--- config.mk ---
export PLATFORM = sky130hd
export DESIGN_NAME = pingpong_blk_assembler
export DESIGN_NICKNAME = d
export VERILOG_FILES = /design/src/rtl/pingpong_pkg.sv /design/src/rtl/pingpong_bank.sv /design/src/rtl/pingpong_blk_assembler.sv
export SDC_FILE = /design/constraint.sdc
export NUM_CORES = 1
export LEC_CHECK = 0
export CAP_MARGIN = 0
export CORE_ASPECT_RATIO = 1.4
export CORE_MARGIN = 5
export CORE_UTILIZATION = 47
export CTS_CLUSTER_SIZE = 12
export DETAILED_ROUTE_END_ITERATION = 8
export PLACE_DENSITY = 0.7
export RECOVER_POWER = 50
export SETUP_SLACK_MARGIN = 0.05
export SLEW_MARGIN = 20
export SYNTH_ARGS = -nofsm -noshare
export SYNTH_HDL_FRONTEND = slang
export SYNTH_SLANG_ARGS = --single-unit
--- constraint.sdc ---
create_clock -name clk -period 12.39 [get_ports clk]
set_input_delay 1.239 -clock clk [delete_from_list [all_inputs] [get_ports clk]]
set_output_delay 1.239 -clock clk [all_outputs]
set_load 0.01 [all_outputs]
--- src/rtl/pingpong_pkg.sv ---
// pingpong_pkg: shared sizing constants for the ping-pong block assembler
package pingpong_pkg;
  localparam int SUBBLK_W   = 8;
  localparam int NUM_SUBBLK = 16;
  localparam int IDX_W      = 4;
  localparam int BLK_W      = SUBBLK_W * NUM_SUBBLK;
endpackage

--- src/rtl/pingpong_bank.sv ---
// pingpong_bank: one block buffer with byte write, take mask and full flag
module pingpong_bank #(
  parameter int SUBBLK_W   = pingpong_pkg::SUBBLK_W,
  parameter int NUM_SUBBLK = pingpong_pkg::NUM_SUBBLK,
  parameter int IDX_W      = pingpong_pkg::IDX_W
) (
  input  logic                           clk,
  input  logic                           reset,
  input  logic                           we,
  input  logic [IDX_W-1:0]               idx,
  input  logic [SUBBLK_W-1:0]            din,
  input  logic                           set_full,
  input  logic                           clr,
  output logic [SUBBLK_W*NUM_SUBBLK-1:0] data,
  output logic [NUM_SUBBLK-1:0]          mask,
  output logic                           full
);
  // clear on drain, otherwise store taken bytes and mark the block complete
  always_ff @(posedge clk or posedge reset) begin
    if (reset) begin
      data <= '0;
      mask <= '0;
      full <= 1'b0;
    end else if (clr) begin
      data <= '0;
      mask <= '0;
      full <= 1'b0;
    end else begin
      if (we) begin
        data[idx*SUBBLK_W +: SUBBLK_W] <= din;
        mask[idx] <= 1'b1;
      end
      if (set_full) full <= 1'b1;
    end
  end
endmodule

--- src/rtl/pingpong_blk_assembler.sv ---
// pingpong_blk_assembler: gathers sub-block beats into blocks across two ping-pong banks
module pingpong_blk_assembler #(
  parameter int SUBBLK_W   = pingpong_pkg::SUBBLK_W,
  parameter int NUM_SUBBLK = pingpong_pkg::NUM_SUBBLK,
  parameter int IDX_W      = pingpong_pkg::IDX_W
) (
  input  logic                           clk,
  input  logic                           reset,
  input  logic                           in_valid,
  input  logic [IDX_W-1:0]               in_idx,
  input  logic [SUBBLK_W-1:0]            subblki,
  input  logic                           takeblki,
  input  logic                           in_last,
  output logic                           in_ready,
  output logic                           out_valid,
  input  logic                           out_ready,
  output logic [SUBBLK_W*NUM_SUBBLK-1:0] out_data,
  output logic [NUM_SUBBLK-1:0]          out_mask,
  output logic                           overflow,
  output logic [15:0]                    blk_count
);
  logic [SUBBLK_W*NUM_SUBBLK-1:0] bdata [2];
  logic [NUM_SUBBLK-1:0]          bmask [2];
  logic [1:0]                     bfull;
  logic                           wr_bank, rd_bank, acc, rd;
  assign acc       = in_valid & ~bfull[wr_bank];
  assign rd        = bfull[rd_bank] & out_ready;
  assign in_ready  = ~bfull[wr_bank];
  assign out_valid = bfull[rd_bank];
  assign out_data  = bdata[rd_bank];
  assign out_mask  = bmask[rd_bank];
  for (genvar b = 0; b < 2; b++) begin : g_bank
    pingpong_bank #(.SUBBLK_W(SUBBLK_W), .NUM_SUBBLK(NUM_SUBBLK), .IDX_W(IDX_W)) u_bank (
      .clk      (clk),
      .reset    (reset),
      .we       (acc & takeblki & (wr_bank == 1'(b))),
      .idx      (in_idx),
      .din      (subblki),
      .set_full (acc & in_last & (wr_bank == 1'(b))),
      .clr      (rd & (rd_bank == 1'(b))),
      .data     (bdata[b]),
      .mask     (bmask[b]),
      .full     (bfull[b])
    );
  end
  // bank pointers advance on block close / drain; overflow latches dropped beats
  always_ff @(posedge clk or posedge reset) begin
    if (reset) begin
      wr_bank   <= 1'b0;
      rd_bank   <= 1'b0;
      overflow  <= 1'b0;
      blk_count <= '0;
    end else begin
      if (acc & in_last) begin
        wr_bank   <= ~wr_bank;
        blk_count <= blk_count + 16'd1;
      end
      if (rd) rd_bank <= ~rd_bank;
      if (in_valid & bfull[wr_bank]) overflow <= 1'b1;
    end
  end
endmodule
# == Word level (Yosys, flattened, before mapping) ==
# Index checks and enable logic that the tools add are counted.
# totals
register_bits,309
latch_bits,0
ram_bits,0
rom_bits,0
input_bits,18
output_inout_bits,163
elab_cells,67
memories,0
# op_classes
addsub,2
n_mul,0
div,0
magnitude_cmp,5
eq_ne,0
shift,2
n_mux,26
n_bitwise,17
n_reduce_logical,5
# op_table
op,n
two-way mux 128 bit,7
bitwise mux 128 bit,2
"variable shift 8 x 34 -> 128 bit, first input constant",1
indexed part select 8 x 34 -> 128 bit,1
two-way mux 16 bit,7
negation 7 -> 34 bit,1
OR 16 bit,2
"adder 16 x 1 -> 16 bit, second input constant",1
AND 1 bit,11
two-way mux 1 bit,9
nonzero test 2 bit,4
"less-than comparator 4 x 5 -> 1 bit, second input constant",1
demux 1 bit (select 4 bit),1
">= comparator 4 x 1 -> 1 bit, second input constant",1
"less-than comparator 1 x 2 -> 1 bit, second input constant",2
inverter 1 bit,3
">= comparator 2 bit, second input constant",1
inverter 1 -> 2 bit,1
logical AND 1 bit,1

# == Depth between registers and ports, before layout ==
# Gate-level depths: netlist of run 1.
# logic_depth
depth_word,8
ltp_mapped,10
depth_no_buf,6

# == By module ==
# From an unflattened synthesis of run 1, not the netlist that was laid out.
# hier_totals
hier_cells,1153
area_unflattened_um2,14421.3
# by_module_without_submodules
module,n_inst,cells_each,area_per_inst_um2,seq_area_each_um2
pingpong_bank at g_bank[1].u_bank,1,462,5906.9,3628.5
pingpong_bank at g_bank[0].u_bank,1,447,5889.4,3628.5
pingpong_blk_assembler,1,244,2625.0,475.5

# == Worst setup path before layout of run 1 ==
# OpenSTA, ideal clock, no wires.
# synth_timing
path_kind,input to register
start,input port in_idx[3]
end,register g_bank[1].u_bank.data[72]
setup_ps,132
arrival_ps,3057
required_ps,12258
slack_ps,9201
stages,9
n_path_buf,3
path_cell_list,clkbuf_1 > inv_1 > ha_1 > inv_1 > buf_1 > and4_1 > buf_2 > mux2i_1 > nor2_1
# synth_between
elab_chain_cells,5
word_cells_on_any_way,6
classes_between,1 x add/sub; 2 x shift; 3 x mux
# synth_lines
element,line_no,rtl
"start, declared",pingpong_blk_assembler.sv:10,"input logic [IDX_W-1:0] in_idx,"
negation 7 -> 34 bit (*),pingpong_bank.sv:30,data[idx*SUBBLK_W +: SUBBLK_W] <= din;
indexed part select 8 x 34 -> 128 bit or variable shift 8 x 34 -> 128 bit (tied branches),pingpong_bank.sv:30,
bitwise mux 128 bit (*),pingpong_bank.sv:30,
two-way mux 128 bit (*),pingpong_bank.sv:29,if (we) begin
two-way mux 128 bit (*),pingpong_bank.sv:24,end else if (clr) begin
"end signal, assigned by index",pingpong_bank.sv:30,
"end, declared",pingpong_bank.sv:14,"output logic [SUBBLK_W*NUM_SUBBLK-1:0] data,"
# Mark *: on every way between the ends. The rest lies on a longest branch, timed or not. The select of a mux whose other input is x is not followed.
# A chain may end at the register's enable or synchronous reset.

# == Worst setup path after layout of run 1 ==
# layout_timing
start,register rd_bank
end,register g_bank[1].u_bank.data[112]
# layout_between
elab_chain_cells,5
word_cells_on_any_way,6
classes_between,3 x mux; 2 x bitwise; 1 x reduce/logical
# layout_lines
element,line_no,rtl
"start, declared",pingpong_blk_assembler.sv:25,"logic wr_bank, rd_bank, acc, rd;"
"start signal, assigned",pingpong_blk_assembler.sv:58,if (rd) rd_bank <= ~rd_bank;
two-way mux 1 bit (implied by the code) (2 in series),pingpong_blk_assembler.sv:27,assign rd = bfull[rd_bank] & out_ready;
AND 1 bit,pingpong_blk_assembler.sv:27,
AND 1 bit (*),pingpong_blk_assembler.sv:40,".clr (rd & (rd_bank == 1'(b))),"
two-way mux 128 bit or nonzero test 2 bit (tied branches),--,
# Marked as above.

==> flow_summary.rst, run 1 <==
.. list-table::
   :header-rows: 1

   * - Metric
     - Value
   * - Status
     - finished with violations
   * - Failing checks
     - max-capacitance violations, max-slew violations
   * - Post-synthesis sequential area ratio
     - 52.2%
   * - Number of detailed-routing iterations run before antenna repair
     - 5
   * - Worst Tran Pin Value
     - 4.65 ns
   * - Ys Warns
     - 0
   * - Gpl congestion
     - 0.823
   * - Shortest clock period the worst path allows after layout
     - 8.02 ns
   * - Worst Path Required
     - 12.70 ns
   * - Cell Area, Synth
     - 14800 µm²
   * - Worst path arrival time
     - 8.32 ns
   * - Clock tree sinks
     - 309
   * - Vias in the first global route
     - 11020
   * - Hold path startpoint
     - overflow
   * - Instance count along the most critical hold path
     - 1
   * - Post-Synth Adder-Cell Area
     - 0.760%
   * - Setup repair after global routing missed its margin
     - no
   * - Final setup margin
     - 4.37 ns
   * - Vertical die dimension
     - 220 µm
   * - # Max-Cap Violations
     - 6
   * - Worst slack at placement
     - 7.56 ns
   * - Maximum level of the CTS H-tree
     - 1
   * - Class of the most critical setup path
     - flip-flop to flip-flop
   * - Start point of the critical path
     - rd_bank
   * - Reg-to-reg endpoint
     - g_bank[1].u_bank.data[112]
   * - Clock latency of the later-clocked register in the worst-skew pair
     - 0.56 ns
   * - Most common cell type on the critical path
     - sky130_fd_sc_hd__nand3_1
   * - Number of synthesized register bits
     - 309
   * - CP max FO
     - 63
   * - Cell total after placement
     - 1833
   * - Area enclosed by the die boundary
     - 35200 µm²
   * - Remaining number of nets flagged by the antenna check after routing
     - 0
   * - Average footprint of a synthesized cell
     - 11.0 µm²
   * - Wirelength per Cell
     - 21.5 µm
   * - Worst r2r src
     - rd_bank
   * - Setup TNS
     - 0 ns
   * - First-pass GRT wire length
     - 63600 µm
   * - Maximum frequency from static timing analysis
     - 0.125 GHz
   * - Area contributors post-synth
     - sky130_fd_sc_hd__dfrtp_1 52%, sky130_fd_sc_hd__mux2_2 11%, sky130_fd_sc_hd__mux2i_1 11%
   * - Series of cell instances along the critical path
     - clkbuf_1, nand3_1, buf_4, nand3_1, o31ai_1
   * - Max incr delay on CP
     - 2.40 ns
   * - Simple-gate share of the synthesized area
     - 14.3%
   * - Final number of setup-violating endpoints
     - 0
   * - Hold buffers post-CTS
     - 0
   * - Area of the placeable core
     - 31400 µm²
   * - Clock Tree Buf Depth
     - 3
   * - Initial antenna violation count
     - 0
   * - Worst Hold End
     - overflow
   * - Share of the synthesized area in the top cell type
     - 52.2%
   * - CP bufs+invs
     - 2
   * - Synth Area in Compound Gates
     - 6.68%
   * - Master cell of the clock root buffer
     - sky130_fd_sc_hd__clkbuf_16
   * - Inserted Diodes
     - 0
   * - Clock-pin slew on the worst setup and hold paths
     - 0.07 ns
   * - Die Span X
     - 160 µm
   * - Static Leak
     - 8.72 nW
   * - Count of flip-flops with a built-in enable after synthesis
     - 0
   * - Number of buffers created by CTS
     - 30
   * - Cell taking the most area after synthesis
     - sky130_fd_sc_hd__dfrtp_1
   * - Effective utilization at floorplan
     - 47.2%
   * - Worst reg2reg setup slack
     - 4.37 ns
   * - Vias per cell
     - 5.75
   * - Primary flip-flop cell chosen by synthesis mapping
     - sky130_fd_sc_hd__dfrtp_1
   * - Final routed DRC violation total
     - 0
   * - TritonCTS clock tree
     - yes
   * - Global routing usage summed across all routing layers
     - 22.5%
   * - Final Max Slew Viols
     - 379
   * - Total overflow reported by the global router
     - 0
   * - Max_slew headroom
     - -210%
   * - Critical-path cell with the highest stage delay
     - sky130_fd_sc_hd__clkbuf_1
   * - Post-synthesis to final-layout area growth
     - 19.0%
   * - Finished Layout Cells
     - 1877
   * - Port bufs
     - 180
   * - HP Class
     - flip-flop to flip-flop
   * - Number of cells traversed by the worst register-to-register path
     - 5
   * - CP delay by family, top
     - buffers and inverters
   * - Sort of element at the start of the critical path
     - flip-flop
   * - Placed wire-length estimate after detailed placement
     - 26100 µm
   * - IR drop worst, VDD
     - 0.0927 mV
   * - Fraction of layout instances using a drive strength above 1
     - 13.8%
   * - Number of inserted filler cells in the final layout
     - 2688
   * - Xor-xnor portion of the synthesized cell area
     - 1.06%
   * - Row count
     - 77
   * - Post-synth net total
     - 1370
   * - Commonest non-fill, non-tap cell in the layout
     - sky130_fd_sc_hd__dfrtp_1
   * - CTS-repair resized insts
     - 0
   * - Async set-reset flop share out of synthesis
     - 100%
   * - Largest family of logic cells by synthesized area
     - multiplexers
   * - Distinct cells, synth
     - 54
   * - Final Power
     - 2.50 mW
   * - Most used cells in the layout excluding fill and tap cells
     - 309 x sky130_fd_sc_hd__dfrtp_1, 161 x sky130_fd_sc_hd__mux2i_1, 149 x sky130_fd_sc_hd__nand2_1
   * - Number of setup buffers added after CTS
     - 0
   * - Top-level I/O count
     - 181
   * - Multiplexer area fraction after synthesis
     - 22.0%
   * - Final #Nets
     - 1497
   * - Mapped Cells
     - 1343
   * - Cell Pwr Density
     - 142 nW/µm²
   * - WL final
     - 40300 µm
   * - Largest net degree at the start of global routing
     - 89
   * - Starting DRT DRC Count
     - 633
   * - Critical path capture point type
     - flip-flop
   * - Largest clock skew in the final design
     - 0.0137 ns
   * - Final cycle utilization of the critical path
     - 64.7%
   * - Total via count after detailed routing
     - 10796
   * - Final hold violation count
     - 0
area by class of cell:
| class | count | area (µm²) | area share, % |
|---|---|---|---|
| Sequential cell | 309 | 7730 | 43.8 |
| Multi-Input combinational cell | 928 | 6640 | 37.6 |
| Timing Repair Buffer | 191 | 1880 | 10.6 |
| Clock buffer | 44 | 855 | 4.85 |
| Tap cell | 395 | 494 | 2.80 |
| Inverter | 10 | 38.8 | 0.220 |
where the power goes:
| part | total (mW) | internal [mW] | switching, mW |
|---|---|---|---|
| combinational | 0.532 | 0.208 | 0.324 |
| clock | 0.839 | 0.468 | 0.371 |
| sequential | 1.13 | 1.06 | 0.0669 |
| total | 2.50 | 1.74 | 0.762 |
Yosys cell counts (3+ instances only):
master,number
sky130_fd_sc_hd__a21oi_1,31
sky130_fd_sc_hd__a22o_1,4
sky130_fd_sc_hd__a31oi_1,5
sky130_fd_sc_hd__and2_1,12
sky130_fd_sc_hd__and3_1,11
sky130_fd_sc_hd__and4_1,4
sky130_fd_sc_hd__buf_1,7
sky130_fd_sc_hd__buf_2,16
sky130_fd_sc_hd__buf_4,7
sky130_fd_sc_hd__clkbuf_1,65
sky130_fd_sc_hd__dfrtp_1,309
sky130_fd_sc_hd__ha_1,9
sky130_fd_sc_hd__inv_1,10
sky130_fd_sc_hd__mux2_2,147
sky130_fd_sc_hd__mux2i_1,161
sky130_fd_sc_hd__nand2_1,149
sky130_fd_sc_hd__nand3_1,88
sky130_fd_sc_hd__nand3b_1,3
sky130_fd_sc_hd__nand4_1,10
sky130_fd_sc_hd__nand4_2,6
sky130_fd_sc_hd__nor2_1,123
sky130_fd_sc_hd__nor2_4,5
sky130_fd_sc_hd__nor2b_1,5
sky130_fd_sc_hd__nor3_1,9
sky130_fd_sc_hd__nor3_2,3
sky130_fd_sc_hd__nor3b_1,5
sky130_fd_sc_hd__o2111ai_2,4
sky130_fd_sc_hd__o2111ai_4,3
sky130_fd_sc_hd__o211ai_1,4
sky130_fd_sc_hd__o21ai_0,54
sky130_fd_sc_hd__o21ai_1,7
sky130_fd_sc_hd__o31ai_1,23
sky130_fd_sc_hd__o41ai_1,4
sky130_fd_sc_hd__xnor2_1,12
sky130_fd_sc_hd__xor2_1,4
per-layer routing:
| metal | GRT usage [%] | wire, µm | vias to the layer above |
|---|---|---|---|
| li1 | - | - | 4961 |
| met1 | 30.3 | 17200 | 5445 |
| met2 | 37.6 | 19800 | 310 |
| met3 | 2.81 | 1800 | 80 |
| met4 | 8.78 | 1530 | 0 |
| met5 | 0 | 0 | - |
worst max path at each step:
stage | end | slack (ns) | cells past startpoint
3_5_place_dp | g_bank[0].u_bank.data[80] | 7.56 | 7
6_report | g_bank[1].u_bank.data[112] | 4.37 | 5
4_1_cts | out_data[111] | 7.97 | 3
2_1_floorplan | blk_count[0] | 2.61 | 1
3_3_place_gp | g_bank[1].u_bank.data[20] | 7.73 | 7
5_1_grt | g_bank[1].u_bank.data[112] | 3.88 | 5
cell families (layout without fill, tap and decap cells):
kind of cell | count (synthesis) | count (layout)
AOI/OAI and AO/OA | 148 | 148
buffers and inverters | 106 | 245
and+or+nand+nor | 446 | 446
DFF | 309 | 309
adders and majority gates | 9 | 9
xor gates and xnor gates | 17 | 17
muxes | 308 | 308
state kept, by name, summed over array words and instances, names as in the netlist:
signal / flops
g_bank.u_bank.data: 256
g_bank.u_bank.mask: 32
blk_count: 16
g_bank.u_bank.full: 2
overflow: 1
rd_bank: 1
wr_bank: 1
metrics by stage:
step / utilization [%] / cell area, µm² / hold WS [ns]
finish: 56.1 / 17600 / 0.455
global route: 56.1 / 17600 / 0.478
CTS: 56.3 / 17700 / 0.465
detailed placement: 53.5 / 16800 / 0.451
global placement: 53.5 / 16800 / 0.445
floorplan: - / 14800 / 0.446
Power figures use the tool's default switching activity.
==> run 2, diff against run 1 <==
==> constraint.sdc (replaced) <==
create_clock -name clk -period 7.4 [get_ports clk]
set_input_delay 0.74 -clock clk [delete_from_list [all_inputs] [get_ports clk]]
set_output_delay 0.74 -clock clk [all_outputs]
set_load 0.01 [all_outputs]
==> run 2 against run 1 <==
Compared with the run above: the run still ends with max-capacitance violations, max-slew violations left; critical path depth down 2; global-route usage up 0.36 points; combinational power up 59%; via count down 1.0%; setup slack worse by 1.4 ns; critical path type is now flip-flop to primary output; critical endpoint is now out_data[55]; highest routed layer unchanged.
==> flow_summary.rst, run 2 (synthesized netlist as in run 1, its figures left out) <==
.. list-table::
   :header-rows: 1

   * - Metric
     - Value
   * - Status
     - finished with violations
   * - Failing checks
     - max-capacitance violations, max-slew violations
   * - Maximum frequency from static timing analysis
     - 0.224 GHz
   * - Maximum level of the CTS H-tree
     - 1 (unchanged)
   * - Row count
     - 77 (unchanged)
   * - Gpl congestion
     - 0.809 (-1.6%)
   * - First-pass GRT wire length
     - 64500 µm (+1.5%)
   * - Master cell of the clock root buffer
     - sky130_fd_sc_hd__clkbuf_16
   * - Total overflow reported by the global router
     - 0 (unchanged)
   * - Class of the most critical setup path
     - flip-flop to primary output
   * - Final number of setup-violating endpoints
     - 0 (unchanged)
   * - CTS-repair resized insts
     - 0 (unchanged)
   * - Final Max Slew Viols
     - 92 (-76%)
   * - TritonCTS clock tree
     - yes
   * - Final #Nets
     - 1497 (unchanged)
   * - Global routing usage summed across all routing layers
     - 22.9% (+0.36 points)
   * - Largest register FFs
     - 256 (unchanged)
   * - CP bufs+invs
     - 2 (unchanged)
   * - Effective utilization at floorplan
     - 47.2% (unchanged)
   * - Largest net degree at the start of global routing
     - 144 (+62%)
   * - Pint
     - 2.88 mW (+66%)
   * - # Max-Cap Violations
     - 2 (-4)
   * - Area enclosed by the die boundary
     - 35200 µm² (unchanged)
   * - Number of inserted filler cells in the final layout
     - 2684 (-0.15%)
   * - CP delay by family, top
     - buffers and inverters
   * - Combinational group share of total power
     - 20.4% (-0.9 points)
   * - Inserted Diodes
     - 0 (unchanged)
   * - Stages on the worst setup path
     - 3 (-2)
   * - Number of buffers created by CTS
     - 30 (unchanged)
   * - Worst path arrival time
     - 3.72 ns (-4.60 ns)
   * - Initial antenna violation count
     - 0 (unchanged)
   * - Max_slew headroom
     - -77.3% (+130 points)
   * - Vias in the first global route
     - 11199 (+1.6%)
   * - Final Power
     - 4.16 mW (+67%)
   * - Final routed DRC violation total
     - 0 (unchanged)
   * - Worst slack at placement
     - 3.05 ns (-4.51 ns)
   * - Vertical die dimension
     - 220 µm (unchanged)
   * - Setup repair after global routing missed its margin
     - no
   * - Hold buffers post-CTS
     - 0 (unchanged)
   * - Worst Tran Pin Value
     - 2.66 ns (-1.99 ns)
   * - Wirelength per Cell
     - 21.8 µm (+1.3%)
   * - CP max FO
     - 76 (+21%)
   * - Series of cell instances along the critical path
     - buf_4, mux2_2, clkdlybuf4s50_1
   * - Cell Pwr Density
     - 235 nW/µm² (+66%)
   * - Shortest clock period the worst path allows after layout
     - 4.46 ns
   * - IR drop worst, VDD
     - 0.207 mV (+120%)
   * - Post-route cell area
     - 17700 µm² (+0.18%)
   * - Number of cells traversed by the worst register-to-register path
     - 5 (unchanged)
   * - Setup TNS
     - 0 ns (unchanged)
   * - WL final
     - 40800 µm (+1.2%)
   * - Port bufs
     - 180 (unchanged)
   * - Remaining number of nets flagged by the antenna check after routing
     - 0 (unchanged)
   * - Switching Power
     - 1.28 mW (+68%)
   * - Post-synthesis to final-layout area growth
     - 19.2%
   * - Finished Layout Cells
     - 1875 (-0.11%)
   * - Clock Tree Buf Depth
     - 3 (unchanged)
   * - Placed wire-length estimate after detailed placement
     - 26200 µm (+0.38%)
   * - Commonest non-fill, non-tap cell in the layout
     - sky130_fd_sc_hd__dfrtp_1
   * - Sw frac
     - 30.8% (+0.33 points)
   * - Hold Worst Slack
     - 0.457 ns (+0.00188 ns)
   * - Cell total after placement
     - 1832 (-0.055%)
   * - Final core utilization
     - 56.2% (+0.10 points)
   * - Static Leak
     - 8.76 nW (+0.47%)
   * - Worst Path Required
     - 6.66 ns (-6.04 ns)
   * - Critical path capture point type
     - primary output
   * - Part of the power in registers
     - 46.4% (+1.3 points)
   * - Die Span X
     - 160 µm (unchanged)
   * - Clock tree sinks
     - 309 (unchanged)
   * - Most used cells in the layout excluding fill and tap cells
     - 308 x sky130_fd_sc_hd__dfrtp_1, 161 x sky130_fd_sc_hd__mux2i_1, 149 x sky130_fd_sc_hd__nand2_1
   * - Clock latency of the later-clocked register in the worst-skew pair
     - 0.56 ns (about the same)
   * - Top flop regs
     - g_bank.u_bank.data x256, g_bank.u_bank.mask x32, blk_count x16
   * - Final cycle utilization of the critical path
     - 60.3%
   * - Instance count along the most critical hold path
     - 1 (unchanged)
   * - Number of detailed-routing iterations run before antenna repair
     - 4 (-1)
   * - Area of the placeable core
     - 31400 µm² (unchanged)
   * - Standard cell area after detailed placement
     - 16800 µm² (about the same)
   * - Vias per cell
     - 5.70 (-0.90%)
   * - Top-level I/O count
     - 181 (unchanged)
   * - Register with the most flip-flops
     - g_bank.u_bank.data
   * - Largest clock skew in the final design
     - 0.0101 ns (-0.00361 ns)
   * - Number of setup buffers added after CTS
     - 0 (unchanged)
   * - Max incr delay on CP
     - 1.18 ns (-1.22 ns)
   * - Total via count after detailed routing
     - 10687 (-1.0%)
   * - Sort of element at the start of the critical path
     - flip-flop
   * - HP Class
     - flip-flop to flip-flop
   * - Final hold violation count
     - 0 (unchanged)
   * - Clock-pin slew on the worst setup and hold paths
     - 0.07 ns (about the same)
   * - Clk pwr share
     - 33.3% (-0.3 points)
   * - Critical-path cell with the highest stage delay
     - sky130_fd_sc_hd__dfrtp_4
   * - Starting DRT DRC Count
     - 733 (+16%)
   * - Fraction of layout instances using a drive strength above 1
     - 14.5% (+0.69 points)
   * - Final setup margin
     - 2.94 ns (-1.43 ns)
[run 2: layout make-up]
class | instances | area (µm²) | share of cell area, %
repair buffers | 191 | 1920 | 10.9
clock inverters | 2 | 10.0 | 0.0567
multi-input cells | 928 | 6650 | 37.6
inverters | 10 | 38.8 | 0.220
clock buffers | 40 | 820 | 4.64
flip-flops and latches | 309 | 7740 | 43.8
well taps | 395 | 494 | 2.80
[run 2: worst paths after layout]
check | from | end | slack, ns
worst max-delay path | rd_bank | out_data[55] | 2.94
worst min-delay path | overflow | overflow | 0.46
worst max register to register | rd_bank | g_bank[0].u_bank.data[3] | 3.45
worst min register to register | overflow | overflow | 0.46
max in group asynchronous | reset | g_bank[0].u_bank.data[41] | 3.09
min in group asynchronous | reset | g_bank[1].u_bank.full | 1.15
[run 2: power by group through the flow]
stage	logic, mW	registers, mW	clock network, mW
3_5_place_dp	0.860	1.96	0
4_1_cts	0.863	1.93	1.41
5_1_grt	0.910	1.94	1.48
3_3_place_gp	0.852	1.95	0
6_report	0.848	1.93	1.38
2_1_floorplan	0.635	1.86	0
[run 2: worst register-to-register path: cells and delay by family (launching register included)]
family | cells | cell delay [ns]
buffers and inverters | 2 | 1.39
DFF | 1 | 1.18
AOI/OAI and AO/OA | 2 | 0.82
and+or+nand+nor | 1 | 0.50
[run 2: per-layer routing]
| layer | global-route usage [%] | part of all wire (%) | vias up |
|---|---|---|---|
| li1 | - | - | 4949 |
| met1 | 30.9 | 43 | 5386 |
| met2 | 39.3 | 50 | 293 |
| met3 | 2.72 | 4.6 | 59 |
| met4 | 6.60 | 2.4 | 0 |
| met5 | 0 | 0 | - |
==> run 3, diff against run 2 <==
--- a/config.mk
+++ b/config.mk
@@ -11,7 +11,7 @@
 export CORE_UTILIZATION = 47
 export CTS_CLUSTER_SIZE = 12
 export DETAILED_ROUTE_END_ITERATION = 8
-export PLACE_DENSITY = 0.7
+export PLACE_DENSITY = 0.73
 export RECOVER_POWER = 50
 export SETUP_SLACK_MARGIN = 0.05
 export SLEW_MARGIN = 20
==> constraint.sdc (replaced) <==
create_clock -name clk -period 4.1 [get_ports clk]
set_input_delay 0.41 -clock clk [delete_from_list [all_inputs] [get_ports clk]]
set_output_delay 0.41 -clock clk [all_outputs]
set_load 0.01 [all_outputs]
==> run 3 against run 2 <==
Compared with the run above: the flow still finishes with violations (max-capacitance violations, max-slew violations); wire length increased by 2.0%; clock power is 82% higher; die area unchanged; largest power group unchanged.
==> flow_summary.rst, run 3 (synthesized netlist as in run 1, its figures left out) <==
.. list-table::
   :header-rows: 1

   * - Metric
     - Value
   * - Number of cells traversed by the worst register-to-register path
     - 3 (-2)
   * - Fraction of layout instances using a drive strength above 1
     - 15.9% (+1.4 points)
   * - Vertical die dimension
     - 220 µm (unchanged)
   * - WL final
     - 41600 µm (+2.0%)
   * - Status
     - finished with violations
   * - Total overflow reported by the global router
     - 0 (unchanged)
   * - IR drop worst, VDD
     - 0.330 mV (+59%)
   * - Final #Nets
     - 1513 (+1.1%)
   * - Worst r2r src
     - rd_bank
   * - Register with the most flip-flops
     - g_bank.u_bank.data
   * - Starting DRT DRC Count
     - 877 (+20%)
   * - Die Span X
     - 160 µm (unchanged)
   * - Clock latency of the later-clocked register in the worst-skew pair
     - 0.57 ns (about the same)
   * - Max_slew headroom
     - -14.9% (+62 points)
   * - Most used cells in the layout excluding fill and tap cells
     - 308 x sky130_fd_sc_hd__dfrtp_1, 161 x sky130_fd_sc_hd__mux2i_1, 160 x sky130_fd_sc_hd__clkdlybuf4s50_1
   * - Vias in the first global route
     - 11395 (+1.8%)
   * - Top-level I/O count
     - 181 (unchanged)
   * - CP max FO
     - 39 (-49%)
   * - Failing checks
     - max-capacitance violations, max-slew violations
   * - Final Max Slew Viols
     - 104 (+13%)
   * - Commonest non-fill, non-tap cell in the layout
     - sky130_fd_sc_hd__dfrtp_1
   * - Final cycle utilization of the critical path
     - 80.7%
   * - Finished Layout Cells
     - 1889 (+0.75%)
   * - Placed wire-length estimate after detailed placement
     - 27300 µm (+4.3%)
   * - Maximum level of the CTS H-tree
     - 1 (unchanged)
   * - Cell total after placement
     - 1849 (+0.93%)
   * - # Max-Cap Violations
     - 2 (unchanged)
   * - Worst Hold End
     - blk_count[15]
   * - First-pass GRT wire length
     - 64800 µm (+0.42%)
   * - Static Leak
     - 8.70 nW (-0.62%)
   * - CTS-repair resized insts
     - 0 (unchanged)
   * - Reg-to-reg endpoint
     - g_bank[1].u_bank.data[7]
   * - Hold path startpoint
     - blk_count[15]
   * - Sort of element at the start of the critical path
     - flip-flop
   * - TritonCTS clock tree
     - yes
   * - Vias per cell
     - 5.79 (+1.6%)
   * - Instance count along the most critical hold path
     - 1 (unchanged)
   * - Total via count after detailed routing
     - 10940 (+2.4%)
   * - Final hold violation count
     - 0 (unchanged)
   * - Setup repair after global routing missed its margin
     - no
   * - Setup TNS
     - 0 ns (unchanged)
   * - Maximum frequency from static timing analysis
     - 0.302 GHz
   * - Top flop regs
     - g_bank.u_bank.data x256, g_bank.u_bank.mask x32, blk_count x16
   * - Port bufs
     - 180 (unchanged)
   * - Worst reg2reg setup slack
     - 0.79 ns (-2.66 ns)
   * - Shortest clock period the worst path allows after layout
     - 3.31 ns
   * - Largest register FFs
     - 256 (unchanged)
   * - Clock Tree Buf Depth
     - 3 (unchanged)
   * - Worst Path Required
     - 4.49 ns (-2.17 ns)
   * - HP Class
     - flip-flop to flip-flop
   * - Hold buffers post-CTS
     - 0 (unchanged)
   * - Post-synthesis to final-layout area growth
     - 20.0%
   * - Number of buffers created by CTS
     - 30 (unchanged)
   * - Largest clock skew in the final design
     - 0.0122 ns (+0.00206 ns)
   * - Clock-pin slew on the worst setup and hold paths
     - 0.06 ns (about the same)
   * - Gpl congestion
     - 0.829 (+2.4%)
   * - Area enclosed by the die boundary
     - 35200 µm² (unchanged)
   * - Clock tree sinks
     - 309 (unchanged)
   * - Cell Pwr Density
     - 425 nW/µm² (+81%)
   * - Remaining number of nets flagged by the antenna check after routing
     - 0 (unchanged)
   * - Number of setup buffers added after CTS
     - 0 (unchanged)
   * - Inserted Diodes
     - 0 (unchanged)
   * - Class of the most critical setup path
     - flip-flop to flip-flop
   * - Worst Tran Pin Value
     - 1.72 ns (-0.937 ns)
   * - Critical path capture point type
     - flip-flop
   * - Largest net degree at the start of global routing
     - 108 (-25%)
   * - Master cell of the clock root buffer
     - sky130_fd_sc_hd__clkbuf_16
   * - Effective utilization at floorplan
     - 47.2% (unchanged)
   * - Global routing usage summed across all routing layers
     - 23.0% (+0.10 points)
   * - Row count
     - 77 (unchanged)
   * - Number of detailed-routing iterations run before antenna repair
     - 5 (+1)
   * - Initial antenna violation count
     - 0 (unchanged)
   * - Number of inserted filler cells in the final layout
     - 2639 (-1.7%)
   * - Worst path arrival time
     - 3.70 ns (-0.02 ns)
   * - Final routed DRC violation total
     - 0 (unchanged)
   * - Wirelength per Cell
     - 22.0 µm (+1.2%)
   * - Area of the placeable core
     - 31400 µm² (unchanged)
   * - Final number of setup-violating endpoints
     - 0 (unchanged)
-- run 3: cell types whose count changed in the layout (fill, tap and decap cells not counted), moves of 3 or more --
cell | before | now
sky130_fd_sc_hd__clkdlybuf4s50_1 | 128 | 160
sky130_fd_sc_hd__clkbuf_2 | 0 | 3
sky130_fd_sc_hd__mux2_1 | 12 | 1
sky130_fd_sc_hd__buf_12 | 1 | 4
sky130_fd_sc_hd__buf_4 | 7 | 16
sky130_fd_sc_hd__mux2_2 | 135 | 146
sky130_fd_sc_hd__dlygate4sd3_1 | 52 | 20
-- run 3: cell type report --
class | count | area, µm² | area share [%]
clock buffers | 38 | 822 | 4.62
clock inverters | 2 | 10.0 | 0.0563
inverters | 10 | 38.8 | 0.218
multi-input cells | 928 | 6640 | 37.3
flip-flops and latches | 309 | 7740 | 43.5
well taps | 395 | 494 | 2.78
repair buffers | 207 | 2040 | 11.5
-- run 3: metal layers --
layer	wire length [µm]	GRT usage, %	vias to the layer above
met5	0	0	-
met4	1690	9.41	0
met3	2060	2.61	87
met2	20800	39.5	366
met1	17000	29.9	5510
li1	-	-	4977
-- run 3: worst max-delay path, cell delays in order, from the launching register on --
cell and delay, ns:
sky130_fd_sc_hd__dfrtp_4 0.80, sky130_fd_sc_hd__and3_1 0.93, sky130_fd_sc_hd__clkbuf_1 1.11, sky130_fd_sc_hd__o31ai_1 0.23
-- run 3: how the worst max path moves through the flow --
stage	to	slack (ns)	cells after the start	startpoint
3_3_place_gp	g_bank[1].u_bank.data[113]	0.80	7	in_idx[1]
6_report	g_bank[1].u_bank.data[7]	0.79	3	rd_bank
3_5_place_dp	g_bank[1].u_bank.data[114]	0.63	7	in_idx[1]
4_1_cts	out_data[112]	0.93	3	rd_bank
5_1_grt	g_bank[1].u_bank.data[7]	0.70	3	rd_bank
2_1_floorplan	blk_count[0]	-0.42	1	reset
-- run 3: power by group --
group	switching, mW	leakage (nW)	total, mW	internal (mW)
Sequential	0.200	4.29	3.41	3.21
Combinational	1.00	4.01	1.64	0.645
Clock	1.13	0.410	2.51	1.38
-- run 3: through the flow --
step	instance area [µm²]	util (%)	hold slack, ns	power, mW	setup WS, ns
floorplan	14800	-	0.446	4.50	-0.423
global placement	17000	54.1	0.445	5.12	0.797
detailed placement	17000	54.1	0.474	5.14	0.631
CTS	17800	56.8	0.392	7.64	0.931
global route	17800	56.6	0.498	7.84	0.695
finish	17800	56.6	0.465	7.56	0.791
